**config.mk**
```make
export PLATFORM = sky130hd
export DESIGN_NAME = unified_mem_scheduler
export DESIGN_NICKNAME = d
export VERILOG_FILES = /design/src/rtl/unified_mem_scheduler.sv
export SDC_FILE = /design/constraint.sdc
export NUM_CORES = 1
export LEC_CHECK = 0
export CAP_MARGIN = 30
export CORE_MARGIN = 10
export CORE_UTILIZATION = 28
export CTS_BUF_LIST = sky130_fd_sc_hd__clkbuf_16
export CTS_CLUSTER_SIZE = 20
export DETAILED_ROUTE_END_ITERATION = 10
export PLACE_DENSITY = 0.82
export REMOVE_ABC_BUFFERS = 1
export SKIP_CTS_REPAIR_TIMING = 1
export SLEW_MARGIN = 25
export SYNTH_ARGS = -nofsm -noshare
export SYNTH_HDL_FRONTEND = slang
export SYNTH_SLANG_ARGS = --single-unit
```
**constraint.sdc**
```tcl
create_clock -name clk -period 2.4 [get_ports clk]
set_clock_uncertainty 0.1 [all_clocks]
set_input_delay 0.48 -clock clk [delete_from_list [all_inputs] [get_ports clk]]
set_output_delay 0.48 -clock clk [all_outputs]
set_load 0.01 [all_outputs]
```
**src/rtl/unified_mem_scheduler.sv**
```systemverilog
// rtl/unified_mem_scheduler.sv - shares one single-port RAM between core fetch and data accesses
module unified_mem_scheduler #(
    parameter int ADDR_W = 32
) (
    input  logic              clk,
    input  logic              reset,
    input  logic              clk_enable,
    input  logic              cpu_active,
    output logic              cpu_clk_enable,
    input  logic [31:0]       instr_address,
    output logic [31:0]       instr_readdata,
    input  logic [31:0]       data_address,
    input  logic              data_read,
    input  logic              data_write,
    input  logic [31:0]       data_writedata,
    output logic [31:0]       data_readdata,
    output logic [ADDR_W-1:0] mem_address,
    output logic              mem_read,
    output logic              mem_write,
    output logic [31:0]       mem_writedata,
    input  logic [31:0]       mem_readdata,
    output logic              halted,
    output logic              error
);

    typedef enum logic [2:0] {
        S_FETCH,
        S_FWAIT,
        S_EXEC,
        S_LWAIT,
        S_COMMIT,
        S_HALT
    } state_t;

    state_t      state;
    state_t      state_next;
    logic [31:0] instr_q;
    logic [31:0] data_q;
    logic        halted_q;
    logic        error_q;
    logic        set_error;

    always_ff @(posedge clk) begin
        if (reset) begin
            state    <= S_FETCH;
            instr_q  <= 32'h0;
            data_q   <= 32'h0;
            halted_q <= 1'b0;
            error_q  <= 1'b0;
        end else begin
            state <= state_next;
            if (state == S_FWAIT) begin
                instr_q <= mem_readdata;
            end
            if (state == S_LWAIT) begin
                data_q <= mem_readdata;
            end
            if (set_error) begin
                error_q <= 1'b1;
            end
            if (state_next == S_HALT) begin
                halted_q <= 1'b1;
            end
        end
    end

    always_comb begin
        state_next     = state;
        cpu_clk_enable = 1'b0;
        mem_read       = 1'b0;
        mem_write      = 1'b0;
        mem_address    = '0;
        mem_writedata  = 32'h0;
        set_error      = 1'b0;
        case (state)
            S_FETCH: begin
                if (clk_enable) begin
                    mem_read    = 1'b1;
                    mem_address = ADDR_W'(instr_address);
                    state_next  = S_FWAIT;
                end
            end
            S_FWAIT: state_next = S_EXEC;
            S_EXEC: begin
                if (data_read && data_write) begin
                    set_error  = 1'b1;
                    state_next = S_HALT;
                end else if (data_read) begin
                    mem_read    = 1'b1;
                    mem_address = ADDR_W'(data_address);
                    state_next  = S_LWAIT;
                end else begin
                    // Store (if any) lands in the same cycle the core commits.
                    cpu_clk_enable = 1'b1;
                    if (data_write) begin
                        mem_write     = 1'b1;
                        mem_address   = ADDR_W'(data_address);
                        mem_writedata = data_writedata;
                    end
                    state_next = cpu_active ? S_FETCH : S_HALT;
                end
            end
            S_LWAIT: state_next = S_COMMIT;
            S_COMMIT: begin
                cpu_clk_enable = 1'b1;
                state_next     = cpu_active ? S_FETCH : S_HALT;
            end
            S_HALT:  state_next = S_HALT;
            default: state_next = S_FETCH;
        endcase
        // Reset must suppress any write or commit the current state would issue.
        if (reset) begin
            cpu_clk_enable = 1'b0;
            mem_read       = 1'b0;
            mem_write      = 1'b0;
            mem_address    = '0;
            mem_writedata  = 32'h0;
            set_error      = 1'b0;
        end
    end

    assign instr_readdata = instr_q;
    assign data_readdata  = data_q;
    assign halted         = halted_q;
    assign error          = error_q;

endmodule

```
==> results of run 1 <==
==> worst max-delay path, delay by kind of cell, from the launching register on <==
family	cells	cell delay, ns
buffers and inverters	6	0.86
DFF	1	0.31
and+or+nand+nor	2	0.43
AOI/OAI and AO/OA	1	0.05
==> per-stage QoR <==
step           area (um2)  worst slack, ns  utilization  cells  total power [uW]
6_report             6320           -0.171        0.553    851              3350
5_1_grt              6320           -0.258        0.553    851              3510
4_1_cts              6440           -0.494        0.564    843              3380
3_5_place_dp         6150           -0.487        0.539    827              2080
3_3_place_gp         6150           -0.468        0.539    827              2060
2_1_floorplan        3060           -0.239            -    393              1510
==> logic make-up after synthesis <==
logic type             count (synthesis)  share of synthesized area
AO/OA/AOI/OAI                        106                      0.204
XOR/XNOR                               1                    0.00269
buffers and inverters                 44                     0.0664
flip-flops                            69                      0.423
AND/OR/NAND/NOR                      214                      0.304
==> Yosys cell counts (all sizes together) <==
cell,number
and3b,1
dfxtp,69
or3,1
nand2b,3
xor2,1
nor2,35
clkbuf,20
buf,21
o41ai,1
nor3,2
or3b,2
o21ai,1
a21oi,68
nand2,128
and2,32
o21bai,1
or4b,1
a221o,1
nor2b,2
a32oi,32
a31oi,2
nor3b,4
nand3b,1
inv,3
nor4b,2
==> cell usage in the layout (no fill, tap or decap), types with 2 or more instances in the layout <==
cell	count
buf_12	4
nor3b_4	2
or3b_2	2
nor2b_1	2
nand2b_1	3
a21oi_1	68
buf_6	7
a32oi_1	32
nor3b_1	2
buf_4	25
clkbuf_16	9
clkbuf_2	12
and2_1	32
dfxtp_1	69
inv_1	5
nor2_1	35
dlymetal6s2s_1	17
buf_2	39
nand2_1	128
a31oi_1	2
clkdlybuf4s50_1	195
==> final timing paths <==
| check | slack, ns | depth (start not counted) | end | startpoint |
|---|---|---|---|---|
| max | -0.17 | 9 | mem_address[21] | state[2] |
| min | 0.35 | 2 | instr_readdata[27] | instr_readdata[27] |
| max reg2reg | 0.48 | 5 | instr_readdata[6] | state[1] |
| min reg2reg | 0.35 | 2 | instr_readdata[27] | instr_readdata[27] |
==> cell type report <==
cell class | instances | area, um2
fill | 1029 | 5100
timing repair buffer | 299 | 2770
multi-input combinational | 321 | 1690
sequential | 69 | 1380
clock buffer | 9 | 225
tap | 143 | 179
clock inverter | 7 | 67.6
inverter | 3 | 11.3
==> sequential cells by signal (all words and copies together) (netlist names) <==
name / cells
error: 1
state: 3
instr_readdata: 32
halted: 1
data_readdata: 32
==> routing by layer <==
layer | vias to the layer above | GRT usage | share of wire
li1 | 2005 | - | -
met1 | 1943 | 0.200 | 0.38
met2 | 151 | 0.310 | 0.53
met3 | 14 | 0.0600 | 0.074
met4 | 0 | 0.0497 | 0.017
met5 | - | 0 | 0
==> report_power, final <==
group | internal (uW) | switching (uW) | leakage (uW) | total, uW
registers | 1200 | 28.1 | 0.000560 | 1230
clock network | 800 | 485 | 0.000148 | 1290
logic | 464 | 371 | 0.00198 | 836
total | 2460 | 885 | 0.00269 | 3350
==> results.md, run 1 <==
- Clock-pin slew on the worst setup and hold paths: 0.06 ns
- Ports: 267
- Number of global-route vias before repair: 4,214
- Netlist Area Pre-Place: 3260 um2
- First-pass GRT wire length: 23,500 um
- Peak supply drop: 0.000332 V
- Final TNS setup: -0.723 ns
- Detailed Routing Iterations Pass 1: 4
- Pwr/cell area: 530 nW/um2
- Hold Worst Slack: 0.353 ns
- Failing checks: setup timing
- CTS root buffer: clkbuf_16
- Worst Path Arrival: 1.99 ns
- Final worst slack: -0.171 ns
- Via count: 4,113
- Total Wirelength: 15,800 um
- Die area: 16,400 um2
- DRC: 0
- CP required: 1.82 ns
- Fmax: 389 MHz
- Area leader, netlist: dfxtp_1
- Detail Placement HPWL: 12,400 um
- Setup-failing EPs final: 7
- Die width: 128 um
- Clock latency on the worst-skew pair: 0.32 ns
- Fin crit share: 1.07
- Share of layout cells above drive strength 1: 0.155
- Yosys cell types: 29
- DRT antenna net count: 0
- Critical path class: reg2out
- Min Tclk post-route: 2.57 ns
- I/O Buffers: 266
- # H-tree levels: 3
- Initial antenna violation count: 0
- GRT overflow: 0
- Critical path's slowest cell: dfxtp_1
- Synth-to-Final Area Change: 93.7%
- Peak per-stage delay on the critical path: 0.31 ns
- Slew @ Worst Pin: 0.740 ns
- Worst min path class: reg2reg
- Ranking of synthesized cells by area: dfxtp_1, nand2_1, a21oi_1
- Starting Density: 0.286
- P_leak: 0.00269 uW
- Pin count of the biggest net entering global routing: 47
- Top cell by count, worst path: buf_4
- Synth Register Bits: 69
- Row count: 39
- Slew Limit Fails: 0
- Status: finished, violations left
- Synth Area per Inst: 7.52 um2
- CP Capture Type: primary output
- Core Region: 11,400 um2
- CP cell instances: buf_4 -> nor4b_4 -> buf_4 -> buf_12 -> buf_4 -> buf_4 -> a32oi_1 -> nor2_1 -> buf_2
- Max FO, Critical Path: 14
- Routed vias/inst: 4.83
- Sequential area share after synthesis: 0.423
- Num Clock Sinks: 69
- Slew HR: 0.506
- Clk buf depth: 2
- RSZ-0062 raised after global routing: true
- WL per Instance: 18.6 um
- Crit start category: flip-flop
- Final-stage net count: 837
- GRT Total Usage: 0.177
- Cts bufs inserted: 9
- Warnings, synthesis: 0
- ANT cells: 0
- Number of max-cap violations: 0
- Yosys top cell area share: 0.423
- Cells after Synth: 434
- Height of the die: 128 um
- Routability cong.: 0.981
- CTS tree: built
- Initial DRC Count: 303
- Final hold violation count: 0
(Power assumes the default switching activity.)
==> inputs of run 2 (changes only) <==
--- a/config.mk
+++ b/config.mk
@@ -18,3 +18,4 @@
 export SYNTH_ARGS = -nofsm -noshare
 export SYNTH_HDL_FRONTEND = slang
 export SYNTH_SLANG_ARGS = --single-unit
+export TNS_END_PERCENT = 100
==> results of run 2 <==
The final DEF is identical to that of run 1; final timing and power are the same.
